### src/rtl/chk_frame_pkg.sv
// Shared constants, types and the check-word function for the frame decoder.
//   DATA_W / CHK_W : data and check bits per frame
//   DEF_CNT_W      : default statistics counter width
//   MASK           : per-check-bit data masks
//   state_e        : decoder FSM states
//   calc_chk       : check word of a data word
package chk_frame_pkg;

  localparam int unsigned DATA_W    = 12;
  localparam int unsigned CHK_W     = 4;
  localparam int unsigned DEF_CNT_W = 16;
  localparam int unsigned FRAME_W   = DATA_W + CHK_W;
  localparam int unsigned IDX_W     = $clog2(FRAME_W);

  localparam logic [DATA_W-1:0] MASK [CHK_W] = '{12'h0A5, 12'h3C3, 12'h5F0, 12'h90F};

  typedef enum logic [1:0] {
    IDLE  = 2'd0,
    SHIFT = 2'd1,
    HOLD  = 2'd2
  } state_e;

  // chk[k] is the parity of the data bits selected by MASK[k]
  function automatic logic [CHK_W-1:0] calc_chk(input logic [DATA_W-1:0] data);
    logic [CHK_W-1:0] chk;
    chk = '0;
    for (int k = 0; k < CHK_W; k++) begin
      chk[k] = ^(data & MASK[k]);
    end
    return chk;
  endfunction

endpackage

### src/rtl/chk_frame_decoder_sat_counter.sv
// Saturating up-counter with synchronous active-low clear.
//   clk, rst_n : clock, synchronous active-low clear
//   inc_i      : count one event this cycle
//   cnt_o      : current count, sticks at all-ones
module chk_sat_counter #(
  parameter int unsigned CNT_W = 16
) (
  input  logic             clk,
  input  logic             rst_n,
  input  logic             inc_i,
  output logic [CNT_W-1:0] cnt_o
);

  logic [CNT_W-1:0] cnt_q;
  logic [CNT_W-1:0] cnt_d;

  // Increment unless already saturated
  always_comb begin
    cnt_d = cnt_q;
    if (inc_i && (cnt_q != '1)) begin
      cnt_d = cnt_q + CNT_W'(1);
    end
  end

  always_ff @(posedge clk) begin
    if (!rst_n) begin
      cnt_q <= '0;
    end else begin
      cnt_q <= cnt_d;
    end
  end

  assign cnt_o = cnt_q;

endmodule

### src/rtl/chk_frame_decoder.sv
// Deserializes 16-bit frames (12 data + 4 check bits, LSB first), recomputes
// the check word and presents data/syndrome/error over valid/ready, keeping
// saturating frame, error and drop statistics.
//   clk, rst_n             : clock, synchronous active-low reset
//   ser_valid/data/sof     : serial input bit stream, sof marks bit 0
//   out_valid/out_ready    : decoded-frame handshake
//   out_data/out_syndrome  : received data, received^recomputed check
//   out_err                : syndrome is non-zero
//   frame_cnt/err_cnt/drop_cnt : delivered / delivered-with-error / dropped
//   resync                 : sticky, sof seen while mid-frame
module chk_frame_decoder
  import chk_frame_pkg::*;
#(
  parameter int unsigned CNT_W = DEF_CNT_W
) (
  input  logic              clk,
  input  logic              rst_n,
  input  logic              ser_valid,
  input  logic              ser_data,
  input  logic              ser_sof,
  output logic              out_valid,
  input  logic              out_ready,
  output logic [DATA_W-1:0] out_data,
  output logic [CHK_W-1:0]  out_syndrome,
  output logic              out_err,
  output logic [CNT_W-1:0]  frame_cnt,
  output logic [CNT_W-1:0]  err_cnt,
  output logic [CNT_W-1:0]  drop_cnt,
  output logic              resync
);

  state_e             state_q;
  logic [IDX_W-1:0]   idx_q;
  // Bit 15 is never stored: it is consumed directly on the final capture
  logic [FRAME_W-2:0] frame_q;

  logic              sof_c;
  logic              accept_c;
  logic              last_c;
  logic [DATA_W-1:0] rx_data_c;
  logic [CHK_W-1:0]  rx_chk_c;
  logic [CHK_W-1:0]  syn_c;
  logic              err_inc_c;
  logic              drop_inc_c;

  assign sof_c     = ser_valid & ser_sof;
  assign accept_c  = (state_q == HOLD) & out_valid & out_ready;
  assign last_c    = (idx_q == IDX_W'(FRAME_W - 1));
  assign rx_data_c = frame_q[DATA_W-1:0];
  assign rx_chk_c  = {ser_data, frame_q[FRAME_W-2:DATA_W]};
  assign syn_c     = rx_chk_c ^ calc_chk(rx_data_c);

  assign err_inc_c  = accept_c & out_err;
  // A sof in HOLD is only lost if the held frame is not leaving this cycle
  assign drop_inc_c = (state_q == HOLD) & sof_c & ~accept_c;

  // Frame FSM with registered outputs
  always_ff @(posedge clk) begin
    if (!rst_n) begin
      state_q      <= IDLE;
      idx_q        <= '0;
      frame_q      <= '0;
      out_valid    <= 1'b0;
      out_data     <= '0;
      out_syndrome <= '0;
      out_err      <= 1'b0;
      resync       <= 1'b0;
    end else begin
      case (state_q)
        IDLE: begin
          if (sof_c) begin
            frame_q[0] <= ser_data;
            idx_q      <= IDX_W'(1);
            state_q    <= SHIFT;
          end
        end
        SHIFT: begin
          if (sof_c) begin
            frame_q[0] <= ser_data;
            idx_q      <= IDX_W'(1);
            resync     <= 1'b1;
          end else if (ser_valid) begin
            if (last_c) begin
              out_data     <= rx_data_c;
              out_syndrome <= syn_c;
              out_err      <= |syn_c;
              out_valid    <= 1'b1;
              idx_q        <= '0;
              state_q      <= HOLD;
            end else begin
              frame_q[idx_q] <= ser_data;
              idx_q          <= idx_q + IDX_W'(1);
            end
          end
        end
        HOLD: begin
          if (accept_c) begin
            out_valid <= 1'b0;
            if (sof_c) begin
              frame_q[0] <= ser_data;
              idx_q      <= IDX_W'(1);
              state_q    <= SHIFT;
            end else begin
              state_q <= IDLE;
            end
          end
        end
        default: begin
          state_q   <= IDLE;
          idx_q     <= '0;
          out_valid <= 1'b0;
        end
      endcase
    end
  end

  chk_sat_counter #(.CNT_W(CNT_W)) u_frame_cnt (
    .clk  (clk),
    .rst_n(rst_n),
    .inc_i(accept_c),
    .cnt_o(frame_cnt)
  );

  chk_sat_counter #(.CNT_W(CNT_W)) u_err_cnt (
    .clk  (clk),
    .rst_n(rst_n),
    .inc_i(err_inc_c),
    .cnt_o(err_cnt)
  );

  chk_sat_counter #(.CNT_W(CNT_W)) u_drop_cnt (
    .clk  (clk),
    .rst_n(rst_n),
    .inc_i(drop_inc_c),
    .cnt_o(drop_cnt)
  );

endmodule

### config.mk
export PLATFORM = sky130hd
export DESIGN_NAME = chk_frame_decoder
export DESIGN_NICKNAME = d
export VERILOG_FILES = /design/src/rtl/chk_frame_pkg.sv /design/src/rtl/chk_frame_decoder_sat_counter.sv /design/src/rtl/chk_frame_decoder.sv
export SDC_FILE = /design/constraint.sdc
export NUM_CORES = 1
export LEC_CHECK = 0
export BUFFER_PORTS_ARGS = -buffer_cell sky130_fd_sc_hd__buf_2
export CORE_ASPECT_RATIO = 1.5
export CORE_MARGIN = 2
export CORE_UTILIZATION = 60
export DETAILED_ROUTE_END_ITERATION = 6
export PLACE_DENSITY = 0.86
export SLEW_MARGIN = 20
export SYNTH_ARGS = -nofsm -noshare
export SYNTH_HDL_FRONTEND = slang
export SYNTH_SLANG_ARGS = --single-unit
export TNS_END_PERCENT = 30
### constraint.sdc
create_clock -name clk -period 4 [get_ports clk]
set_clock_uncertainty 0.05 [all_clocks]
set_input_delay 0.8 -clock clk [delete_from_list [all_inputs] [get_ports clk]]
set_output_delay 0.8 -clock clk [all_outputs]
set_load 0.01 [all_outputs]
==> results of run 1 <==
-- sequential cells by signal, indices dropped and copies added (netlist names) --
signal,count
frame_q,15
idx_q,4
out_data,12
out_err,1
out_syndrome,4
out_valid,1
resync,1
state_q,2
u_drop_cnt.cnt_o,16
u_err_cnt.cnt_o,16
u_frame_cnt.cnt_o,16
-- critical path: cells and delay by family (launching register included) --
family                     cells  cell delay (ns)
adders and majority gates      1             0.31
DFF                            1             0.37
muxes                          1             0.23
and+or+nand+nor                4             1.20
-- final cells by class --
type / instances / area (um2) / area share (%)
Clock inverter: 4 / 47.5 / 0.987
Tap cell: 78 / 97.6 / 2.03
Sequential cell: 88 / 1760 / 36.6
Timing Repair Buffer: 73 / 368 / 7.64
Clock buffer: 10 / 128 / 2.65
Inverter: 13 / 48.8 / 1.01
Multi-Input combinational cell: 383 / 2360 / 49.1
-- per-stage QoR --
step           util [%]  hold WS (ns)  worst slack [ns]
2_1_floorplan         -         0.406              1.91
3_3_place_gp       67.2         0.392              1.48
3_5_place_dp       67.2         0.396              1.43
4_1_cts            69.7         0.407              1.39
5_1_grt            69.8         0.426              1.48
6_report           69.8         0.405              1.68
-- routing by layer --
metal	vias up	wire [um]	track usage, %
li1	1885	-	-
met1	1833	4070	30.0
met2	94	5080	45.0
met3	20	377	4.31
met4	0	187	12.2
met5	-	0	0
-- cell usage in the layout, fill, tap and decap left out, types with 11 or more instances in the layout --
cell type	synthesis	layout
a21oi_1	34	34
buf_2	6	72
dfxtp_1	88	88
inv_1	13	12
mux2i_1	19	19
nand2_1	64	64
nand3_1	33	33
nand4_1	12	12
nor2_1	56	56
nor3_1	11	11
xnor2_1	44	44
-- path summary, 6_finish.rpt --
check	start	to	slack, ns
min	out_data[4]$_SDFFE_PN0P_	out_data[4]$_SDFFE_PN0P_	0.40
max reg2reg	idx_q[0]$_SDFFE_PN0P_	frame_q[1]$_SDFFE_PN0P_	1.68
min reg2reg	out_data[4]$_SDFFE_PN0P_	out_data[4]$_SDFFE_PN0P_	0.40
max	idx_q[0]$_SDFFE_PN0P_	frame_q[1]$_SDFFE_PN0P_	1.68
-- power breakdown --
part           switching, mW  internal (mW)
Combinational         0.0368         0.0161
Clock                  0.299          0.280
Sequential           0.00506          0.878
-- cell families after synthesis --
family | Yosys count | share of synthesized area [%]
DFF | 88 | 41.2
buffers and inverters | 38 | 3.77
xor gates and xnor gates | 50 | 10.2
AOI/OAI and AO/OA | 73 | 10.6
muxes | 19 | 4.44
adders and majority gates | 7 | 2.05
and+or+nand+nor | 234 | 27.7
==> impl_metrics.sql, run 1 <==
INSERT INTO impl_metrics (metric_group, metric, value, unit) VALUES
('cts', 'cts.clk_slew.worst_paths', '0.09', 'ns'),
('setup_path', 'crit_arrival', '2.47', 'ns'),
('pwr', 'power.density_cell_area', '315', 'nW/um2'),
('timing', 'setup-violations-final', '0', ''),
('die', 'floorplan.initialDensity', '62.0', '%'),
('timing', 'layout_worst_path_cycle_share', '57.9', '%'),
('die', 'floorplan.io_pins', '73', ''),
('die', 'core_box_area', '6900', 'um2'),
('logic_synthesis', 'yosys_warnings', '0', ''),
('logic_synthesis', 'synth_ff_type', 'dfxtp_1', ''),
('timing', 'max_freq', '432', 'MHz'),
('hold_path', 'hold_depth', '2', ''),
('setup_path', 'worstSetupEndpointType', 'register', ''),
('timing', 'setup_tns', '0', 'ns'),
('drt', 'avgViaCountPerCell', '5.90', ''),
('setup_path', 'crit_path_max_fanout', '14', ''),
('setup_path', 'start_kind', 'register', ''),
('grt', 'grt_antenna_before_repair', '0', ''),
('die', 'floorplan.rows', '37', ''),
('cts', 'cts_buffers', '9', ''),
('cts', 'clock_tree_from_tritoncts', 'built', ''),
('timing', 'slew_violations', '0', ''),
('logic_synthesis', 'synth-async-reset-ratio', '0', '%'),
('grt', 'grt_remaining_overflow', '0', ''),
('cts', 'cts_resized', '0', ''),
('cts', 'postCtsSetupRepairBufs', '0', ''),
('job', 'max-cap-violations', '0', ''),
('cts', 'cts-hold-fix-buffers', '0', ''),
('setup_path', 'timing.critical_path.slowest_cell_delay', '0.66', 'ns'),
('cts', 'ctsLongestPathBuffers', '2', ''),
('layout', 'diodes', '0', ''),
('place', 'port_buffers', '72', ''),
('place', 'post-dp-hpwl', '6.76', 'mm'),
('logic_synthesis', 'synth.yosys.seq_area_share', '41.2', '%'),
('pwr', 'worst_vdd_drop', '0.000381', 'V'),
('logic_synthesis', 'yosys-top-cells-count', '88 x dfxtp_1, 64 x nand2_1, 56 x nor2_1', ''),
('logic_synthesis', 'netlist_instances', '509', ''),
('drt', 'routed_wl', '9.71', 'mm'),
('layout', 'drive_gt1_share', '16.8', '%'),
('pwr', 'report.power.total', '1.51', 'mW'),
('logic_synthesis', 'synth.most_common_cell', 'dfxtp_1', ''),
('place', 'dp.cells', '635', ''),
('logic_synthesis', 'synth.distinct_cells', '47', ''),
('logic_synthesis', 'synthesis.nets', '522', ''),
('drt', 'post_drt_wl_per_cell', '15.0', 'um'),
('logic_synthesis', 'yosysTopAreaCell', 'dfxtp_1', ''),
('setup_path', 'timing.critical_path.cells', 'ha_1 -> and3_1 -> nor4b_4 -> nand3_1 -> mux2i_1 -> nor2_1', ''),
('setup_path', 'slowest_stage', 'nor4b_4', ''),
('drt', 'initialDrtViolationCount', '273', ''),
('drt', 'dr_total_vias', '3832', ''),
('setup_path', 'critPathRequiredTime', '4.16', 'ns'),
('hold_path', 'min_path_type', 'register to register', ''),
('grt', 'grt_pass1_vias', '3716', ''),
('logic_synthesis', 'number_of_synthesized_flops_with_an_enable_pin', '0', ''),
('drt', 'postRouteAntennaNets', '0', ''),
('status', 'run_status', 'completed', ''),
('logic_synthesis', 'synth.area.top_cells', 'dfxtp_1 41%, xnor2_1 9.0%, nand2_1 5.6%', ''),
('setup_path', 'reg2regPathDepth', '6', ''),
('drt', 'drcViolationCount', '0', ''),
('timing', 'slew-limit-headroom', '43.6', '%'),
('pwr', 'p_leak', '1.91', 'nW'),
('setup_path', 'worstSetupPathType', 'register to register', ''),
('grt', 'grtUsageTotal', '25.8', '%'),
('place', 'dpl-instance-area', '4630', 'um2'),
('layout', 'area_delta_synth_final', '12.5', '%'),
('logic_synthesis', 'synth.top_cell.area_share', '41.2', '%'),
('timing', 'worst_pin_slew', '0.845', 'ns'),
('layout', 'total_nets_final', '581', ''),
('die', 'die_height', '107', 'um'),
('grt', 'wire_length_of_the_first_global_routing_pass', '16.4', 'mm'),
('cts', 'htree_num_levels', '3', '');
Note: power is estimated with default switching activity, not from simulation.
==> run 2: changes to the inputs <==
CORE_UTILIZATION = 56   (was 60)
PLACE_DENSITY = 0.82   (was 0.86)
clock period = 2.41 ns   (was 4 ns; I/O delays follow)
==> run 2 against run 1 <==
  * Design area is 3.4% higher
  * Flip-flop and latch count stayed put
  * Sequential power is 66% higher
  * Clock-buffer cell count stayed put
  * Utilization is 3.6 points lower
  * Die area grew 6.8%
  * Clock power is 120% higher
  * Fmax is 8.7% higher
  * Non-clock buffer count increased by 4
  * Worst setup slack worse by 1.4 ns
  * Global-route usage is 1.9 points lower
  * Critical path depth is the same
  * Critical path type unchanged
==> impl_metrics.sql, run 2 (synthesis results as in run 1) <==
INSERT INTO impl_metrics (metric_group, metric, value, unit) VALUES
('timing', 'worst_pin_slew', '0.544', 'ns'),
('timing', 'max_freq', '469', 'MHz'),
('timing', 'layout_worst_path_cycle_share', '88.5', '%'),
('setup_path', 'critPathRequiredTime', '2.58', 'ns'),
('die', 'floorplan.io_pins', '73', ''),
('timing', 'timing.final.hold_violations', '0', ''),
('place', 'pre_cts_slack', '0.298', 'ns'),
('die', 'floorplan.rows', '39', ''),
('timing', 'slew_violations', '0', ''),
('setup_path', 'timing.reg2reg.setup_slack', '0.28', 'ns'),
('setup_path', 'reg2regPathDepth', '6', ''),
('setup_path', 'timing.critical_path.slowest_cell_delay', '0.59', 'ns'),
('timing', 'setup-violations-final', '0', ''),
('cts', 'cts_num_sinks', '88', ''),
('hold_path', 'worst_hold_startpoint', 'out_data[4]$_SDFFE_PN0P_', ''),
('job', 'max-cap-violations', '0', ''),
('die', 'die_width', '75.4', 'um'),
('setup_path', 'crit_arrival', '2.30', 'ns'),
('layout', 'commonest_cells_after_routing_fill_and_taps_aside', '88 x dfxtp_1, 72 x buf_2, 64 x nand2_1', ''),
('drt', 'drcViolationCount', '0', ''),
('setup_path', 'slowest_stage', 'or4_4', ''),
('cts', 'cts-hold-fix-buffers', '0', ''),
('timing', 'setup_tns', '0', 'ns'),
('setup_path', 'worstSetupEndpointType', 'register', ''),
('die', 'design.die.area', '8370', 'um2'),
('die', 'die_height', '111', 'um'),
('drt', 'dr.pass1.iters', '4', ''),
('setup_path', 'regToRegEndpoint', 'u_frame_cnt.cnt_o[3]$_SDFFE_PN0P_', ''),
('pwr', 'worst_vdd_drop', '0.000395', 'V'),
('drt', 'avgViaCountPerCell', '5.63', ''),
('timing', 'slew-limit-headroom', '63.7', '%'),
('pwr', 'report.power.total', '2.84', 'mW'),
('layout', 'total_nets_final', '585', ''),
('setup_path', 'timing.critical_path.cells', 'ha_1 -> inv_1 -> or4_4 -> o21ai_4 -> nor4_1 -> o21bai_1', ''),
('cts', 'cts_root_buf', 'clkbuf_16', ''),
('cts', 'cts.clk_slew.worst_paths', '0.06', 'ns'),
('setup_path', 'cpLargestDelayFamily', 'simple AND/OR/NAND/NOR gates', ''),
('hold_path', 'whs_endpoint', 'out_data[4]$_SDFFE_PN0P_', ''),
('die', 'core_box_area', '7510', 'um2'),
('pwr', 'power.density_cell_area', '571', 'nW/um2'),
('pwr', 'p_leak', '1.98', 'nW'),
('grt', 'grt_remaining_overflow', '0', ''),
('cts', 'clock_tree_from_tritoncts', 'built', ''),
('cts', 'ctsLongestPathBuffers', '2', ''),
('drt', 'post_drt_wl_per_cell', '13.7', 'um'),
('setup_path', 'r2r-start', 'u_frame_cnt.cnt_o[0]$_SDFFE_PN0P_', ''),
('setup_path', 'crit_path_max_fanout', '15', ''),
('timing', 'rsz0062_at_grt', 'no', ''),
('cts', 'insertion_delay', '0.34', 'ns'),
('setup_path', 'start_kind', 'register', ''),
('layout', 'drive_gt1_share', '17.9', '%'),
('grt', 'grt_pass1_vias', '3483', ''),
('place', 'gp_routability_congestion', '0.864', ''),
('timing', 'hold_ws', '0.399', 'ns'),
('grt', 'grt_antenna_before_repair', '0', ''),
('timing', 'timing.final.ws_setup', '0.278', 'ns'),
('cts', 'postCtsSetupRepairBufs', '0', ''),
('layout', 'layout.cells.most_common', 'dfxtp_1', ''),
('place', 'post-dp-hpwl', '6.66', 'mm'),
('hold_path', 'min_path_type', 'register to register', ''),
('place', 'port_buffers', '72', ''),
('grt', 'grt_max_degree', '35', ''),
('drt', 'dr_total_vias', '3820', ''),
('hold_path', 'hold_depth', '2', ''),
('status', 'run_status', 'completed', ''),
('setup_path', 'worstSetupPathType', 'register to register', ''),
('drt', 'postRouteAntennaNets', '0', ''),
('die', 'floorplan.initialDensity', '56.9', '%'),
('grt', 'wire_length_of_the_first_global_routing_pass', '16.0', 'mm'),
('drt', 'routed_wl', '9.32', 'mm'),
('cts', 'htree_num_levels', '3', ''),
('layout', 'area_delta_synth_final', '16.3', '%'),
('cts', 'cts_buffers', '9', ''),
('drt', 'initialDrtViolationCount', '256', ''),
('cts', 'cts_resized', '0', ''),
('grt', 'grtUsageTotal', '23.9', '%'),
('timing', 'final_period_minus_worst_setup_slack', '2.13', 'ns'),
('setup_path', 'path_buf_inv', '1', ''),
('layout', 'diodes', '0', '');
-- run 2: worst max-delay path by stage --
stage	from	end	slack, ns	cells after the start
after floorplan	u_frame_cnt.cnt_o[0]$_SDFFE_PN0P_	u_frame_cnt.cnt_o[4]$_SDFFE_PN0P_	0.42	7
after global placement	u_frame_cnt.cnt_o[0]$_SDFFE_PN0P_	u_frame_cnt.cnt_o[4]$_SDFFE_PN0P_	0.39	6
after detailed placement	u_frame_cnt.cnt_o[0]$_SDFFE_PN0P_	u_frame_cnt.cnt_o[3]$_SDFFE_PN0P_	0.30	6
after CTS	u_frame_cnt.cnt_o[0]$_SDFFE_PN0P_	u_frame_cnt.cnt_o[3]$_SDFFE_PN0P_	0.28	6
after global routing	u_frame_cnt.cnt_o[0]$_SDFFE_PN0P_	u_frame_cnt.cnt_o[3]$_SDFFE_PN0P_	0.13	6
final	u_frame_cnt.cnt_o[0]$_SDFFE_PN0P_	u_frame_cnt.cnt_o[3]$_SDFFE_PN0P_	0.28	6
-- run 2: area by class of cell --
type	instances	area [um2]
clock buffer	10	239
clock inverter	6	35.0
fill	670	2540
inverter	13	48.8
multi-input combinational	383	2360
sequential	88	1760
tap	102	128
timing repair buffer	77	410
-- run 2: layer usage --
layer	track usage, %	up-vias	routed length, um
met3	5.73	15	442
met2	38.9	96	4650
met4	8.65	0	184
met5	0	-	0
met1	30.0	1811	4040
li1	-	1898	-
-- run 2: tightest hold or removal path, cell delays in order (launching register included) --
cell and delay [ns]:
dfxtp_1 0.30, nand2_1 0.05, a21oi_1 0.05
-- run 2: stage by stage --
step | instance area, um2 | instances | util (%)
finish | 4980 | 679 | 66.3
global route | 4980 | 679 | 66.3
CTS | 4980 | 679 | 66.3
detailed placement | 4700 | 663 | 62.6
global placement | 4700 | 663 | 62.6
floorplan | 4280 | 509 | -
-- run 2: power breakdown --
group / switching (mW) / leakage, nW / internal, mW / total [mW]
sequential: 0.00821 / 0.709 / 1.46 / 1.47
combinational: 0.0608 / 1.14 / 0.0299 / 0.0906
clock: 0.569 / 0.134 / 0.719 / 1.29
==> run 3: changes to the inputs <==
ABC_AREA = 1   (was not set)
ABC_CLOCK_PERIOD_IN_PS = 2410   (was not set)
CORE_UTILIZATION = 57   (was 56)
==> run 3 against run 2 <==
  * Clock-buffer cell count is 4 higher
  * Worst hold slack gained 0.029 ns
  * Sequential power about the same
  * Non-clock buffer count fell by 2
  * First-iteration DRC count up 34%
  * Via count up 27%
  * Utilization rose by 0.16 points
  * Flip-flop and latch count unchanged
  * Routed wire length rose by 26%
  * Critical endpoint is now u_frame_cnt.cnt_o[13]$_SDFFE_PN0P_
==> impl_metrics.sql, run 3 <==
INSERT INTO impl_metrics (metric_group, metric, value, unit) VALUES
('setup_path', 'reg2regPathDepth', '8', ''),
('place', 'post-dp-hpwl', '8.54', 'mm'),
('setup_path', 'critPathRequiredTime', '2.56', 'ns'),
('layout', 'fillCellCount', '792', ''),
('die', 'floorplan.io_pins', '73', ''),
('drt', 'postRouteAntennaNets', '0', ''),
('logic_synthesis', 'synth.top_cell.area_share', '36.6', '%'),
('timing', 'worst_pin_slew', '0.587', 'ns'),
('setup_path', 'crit_arrival', '2.12', 'ns'),
('logic_synthesis', 'yosys_warnings', '0', ''),
('logic_synthesis', 'synth.cell_area', '4810', 'um2'),
('drt', 'drcViolationCount', '0', ''),
('drt', 'routed_wl', '11.8', 'mm'),
('layout', 'area_delta_synth_final', '14.8', '%'),
('drt', 'post_drt_wl_per_cell', '13.2', 'um'),
('logic_synthesis', 'synth.area.top_cells', 'dfxtp_1 37%, nand2_1 16%, a21oi_1 7.8%', ''),
('layout', 'total_nets_final', '795', ''),
('cts', 'cts_num_sinks', '88', ''),
('place', 'port_buffers', '72', ''),
('timing', 'slew-limit-headroom', '60.9', '%'),
('grt', 'grt_antenna_before_repair', '0', ''),
('status', 'run_status', 'completed', ''),
('layout', 'commonest_cells_after_routing_fill_and_taps_aside', '204 x nand2_1, 88 x dfxtp_1, 75 x a21oi_1', ''),
('setup_path', 'worstSetupEndpointType', 'register', ''),
('layout', 'layout.cells.most_common', 'nand2_1', ''),
('cts', 'cts_buffers', '9', ''),
('drt', 'dr_total_vias', '4862', ''),
('timing', 'slew_violations', '0', ''),
('setup_path', 'crit_path_max_fanout', '18', ''),
('cts', 'cts_resized', '0', ''),
('layout', 'drive_gt1_share', '14.6', '%'),
('timing', 'setup_tns', '0', 'ns'),
('die', 'floorplan.initialDensity', '57.8', '%'),
('setup_path', 'setup.worst_path.end', 'u_frame_cnt.cnt_o[13]$_SDFFE_PN0P_', ''),
('cts', 'postCtsSetupRepairBufs', '0', ''),
('grt', 'grtUsageTotal', '26.3', '%'),
('logic_synthesis', 'yosys-top-cells-count', '204 x nand2_1, 88 x dfxtp_1, 75 x a21oi_1', ''),
('die', 'die_width', '79.0', 'um'),
('timing', 'setup-violations-final', '0', ''),
('cts', 'cts-hold-fix-buffers', '0', ''),
('logic_synthesis', 'synthesis.area_per_instance', '6.70', 'um2'),
('timing', 'final_period_minus_worst_setup_slack', '1.97', 'ns'),
('job', 'max-cap-violations', '0', ''),
('grt', 'grt_remaining_overflow', '0', ''),
('setup_path', 'cp-startpoint', 'u_frame_cnt.cnt_o[1]$_SDFFE_PN0P_', ''),
('cts', 'cts_root_buf', 'clkbuf_16', ''),
('setup_path', 'start_kind', 'register', ''),
('die', 'floorplan.rows', '41', ''),
('pwr', 'p_leak', '2.30', 'nW'),
('drt', 'initialDrtViolationCount', '343', ''),
('logic_synthesis', 'number_of_synthesized_flops_with_an_enable_pin', '0', ''),
('pwr', 'worst_vdd_drop', '0.000410', 'V'),
('logic_synthesis', 'synth.most_common_cell', 'nand2_1', ''),
('grt', 'grt_pass1_vias', '4464', ''),
('pwr', 'power.density_cell_area', '563', 'nW/um2'),
('timing', 'rsz0062_at_grt', 'no', ''),
('timing', 'layout_worst_path_cycle_share', '81.8', '%'),
('cts', 'ctsLongestPathBuffers', '2', ''),
('cts', 'clock_tree_from_tritoncts', 'built', ''),
('timing', 'timing.final.hold_violations', '0', ''),
('cts', 'cts.clk_slew.worst_paths', '0.06', 'ns'),
('pwr', 'report.power.total', '3.11', 'mW'),
('place', 'gp_routability_congestion', '0.946', ''),
('drt', 'dr.pass1.iters', '6', ''),
('setup_path', 'worstSetupPathType', 'register to register', ''),
('setup_path', 'timing.reg2reg.setup_slack', '0.44', 'ns'),
('logic_synthesis', 'synth.yosys.seq_area_share', '36.6', '%'),
('die', 'core_box_area', '8310', 'um2'),
('logic_synthesis', 'synthesis.nets', '730', ''),
('die', 'design.die.area', '9200', 'um2'),
('grt', 'wire_length_of_the_first_global_routing_pass', '19.4', 'mm'),
('drt', 'avgViaCountPerCell', '5.44', ''),
('logic_synthesis', 'postSynthRegisterBits', '88', ''),
('logic_synthesis', 'synth-async-reset-ratio', '0', '%'),
('logic_synthesis', 'yosysTopAreaCell', 'dfxtp_1', ''),
('cts', 'insertion_delay', '0.34', 'ns'),
('setup_path', 'r2r-start', 'u_frame_cnt.cnt_o[1]$_SDFFE_PN0P_', ''),
('logic_synthesis', 'netlist_instances', '717', ''),
('hold_path', 'min_path_type', 'register to register', ''),
('logic_synthesis', 'synth_ff_type', 'dfxtp_1', ''),
('cts', 'htree_num_levels', '3', ''),
('grt', 'grt_max_degree', '57', ''),
('timing', 'max_freq', '507', 'MHz'),
('die', 'die_height', '116', 'um'),
('setup_path', 'regToRegEndpoint', 'u_frame_cnt.cnt_o[13]$_SDFFE_PN0P_', ''),
('logic_synthesis', 'synth.distinct_cells', '34', ''),
('layout', 'diodes', '0', '');
[run 3: cell count changes after synthesis, sizes merged, moves of 7 or more]
cell,change
a211oi,-7
a21oi,+41
and2,-7
and3,-8
inv,+61
mux2i,-19
nand2,+146
nand3,+14
nor2,+19
nor3,+9
o21ai,+22
xnor2,-30
xor2,+17
[run 3: cell type report]
class,count,area [um2],area share (%)
clock buffer,14,284,5.15
clock inverter,2,35.0,0.635
tap,107,134,2.43
sequential,88,1760,31.9
inverter,75,282,5.10
multi-input combinational,533,2640,47.8
timing repair buffer,75,383,6.94
[run 3: cells by family (layout without fill, tap and decap cells)]
logic type	after synthesis	after routing	synth area share [%]
AND/OR/NAND/NOR	370	370	33.6
AO/OA/AOI/OAI	119	119	12.8
buffers and inverters	96	166	8.43
flip-flops	88	88	36.6
XOR/XNOR	37	37	6.74
adder cells (fa/ha/maj)	7	7	1.82
[run 3: critical path: stages (launching register included)]
cell and delay, ns:
dfxtp_1 0.41, ha_1 0.27, nand3_2 0.12, nor3_2 0.20, nand3_1 0.13, nand2_2 0.28
inv_2 0.19, nand2_1 0.12, a21oi_1 0.06
[run 3: layer usage]
layer | wire [um] | GRT usage, %
met2 | 6040 | 48.3
met5 | 0 | 0
met1 | 4680 | 27.4
met4 | 444 | 14.8
met3 | 609 | 6.11
[run 3: worst min-delay path by stage]
stage | start | end | slack, ns | depth (start not counted)
floorplan | frame_q[13]$_SDFFE_PN0P_ | frame_q[13]$_SDFFE_PN0P_ | 0.39 | 2
global placement | resync$_SDFFE_PN0P_ | resync$_SDFFE_PN0P_ | 0.38 | 2
global route | resync$_SDFFE_PN0P_ | resync$_SDFFE_PN0P_ | 0.46 | 2
finish | resync$_SDFFE_PN0P_ | resync$_SDFFE_PN0P_ | 0.43 | 2
detailed placement | resync$_SDFFE_PN0P_ | resync$_SDFFE_PN0P_ | 0.40 | 2
CTS | frame_q[13]$_SDFFE_PN0P_ | frame_q[13]$_SDFFE_PN0P_ | 0.43 | 2
[run 3: stage by stage]
step	instance area (um2)	setup WS (ns)	util, %	hold WS (ns)	std cells
after floorplan	4810	0.743	-	0.395	717
after global placement	5200	0.554	62.6	0.384	878
after detailed placement	5200	0.485	62.6	0.398	878
after CTS	5520	0.469	66.4	0.433	894
after global routing	5520	0.244	66.4	0.458	894
final	5520	0.438	66.4	0.428	894
[run 3: where the power goes]
part / internal, mW / switching, mW / leakage (nW)
clock network: 0.914 / 0.537 / 0.159
registers: 1.47 / 0.0167 / 0.710
logic: 0.0478 / 0.124 / 1.43
total: 2.43 / 0.678 / 2.30
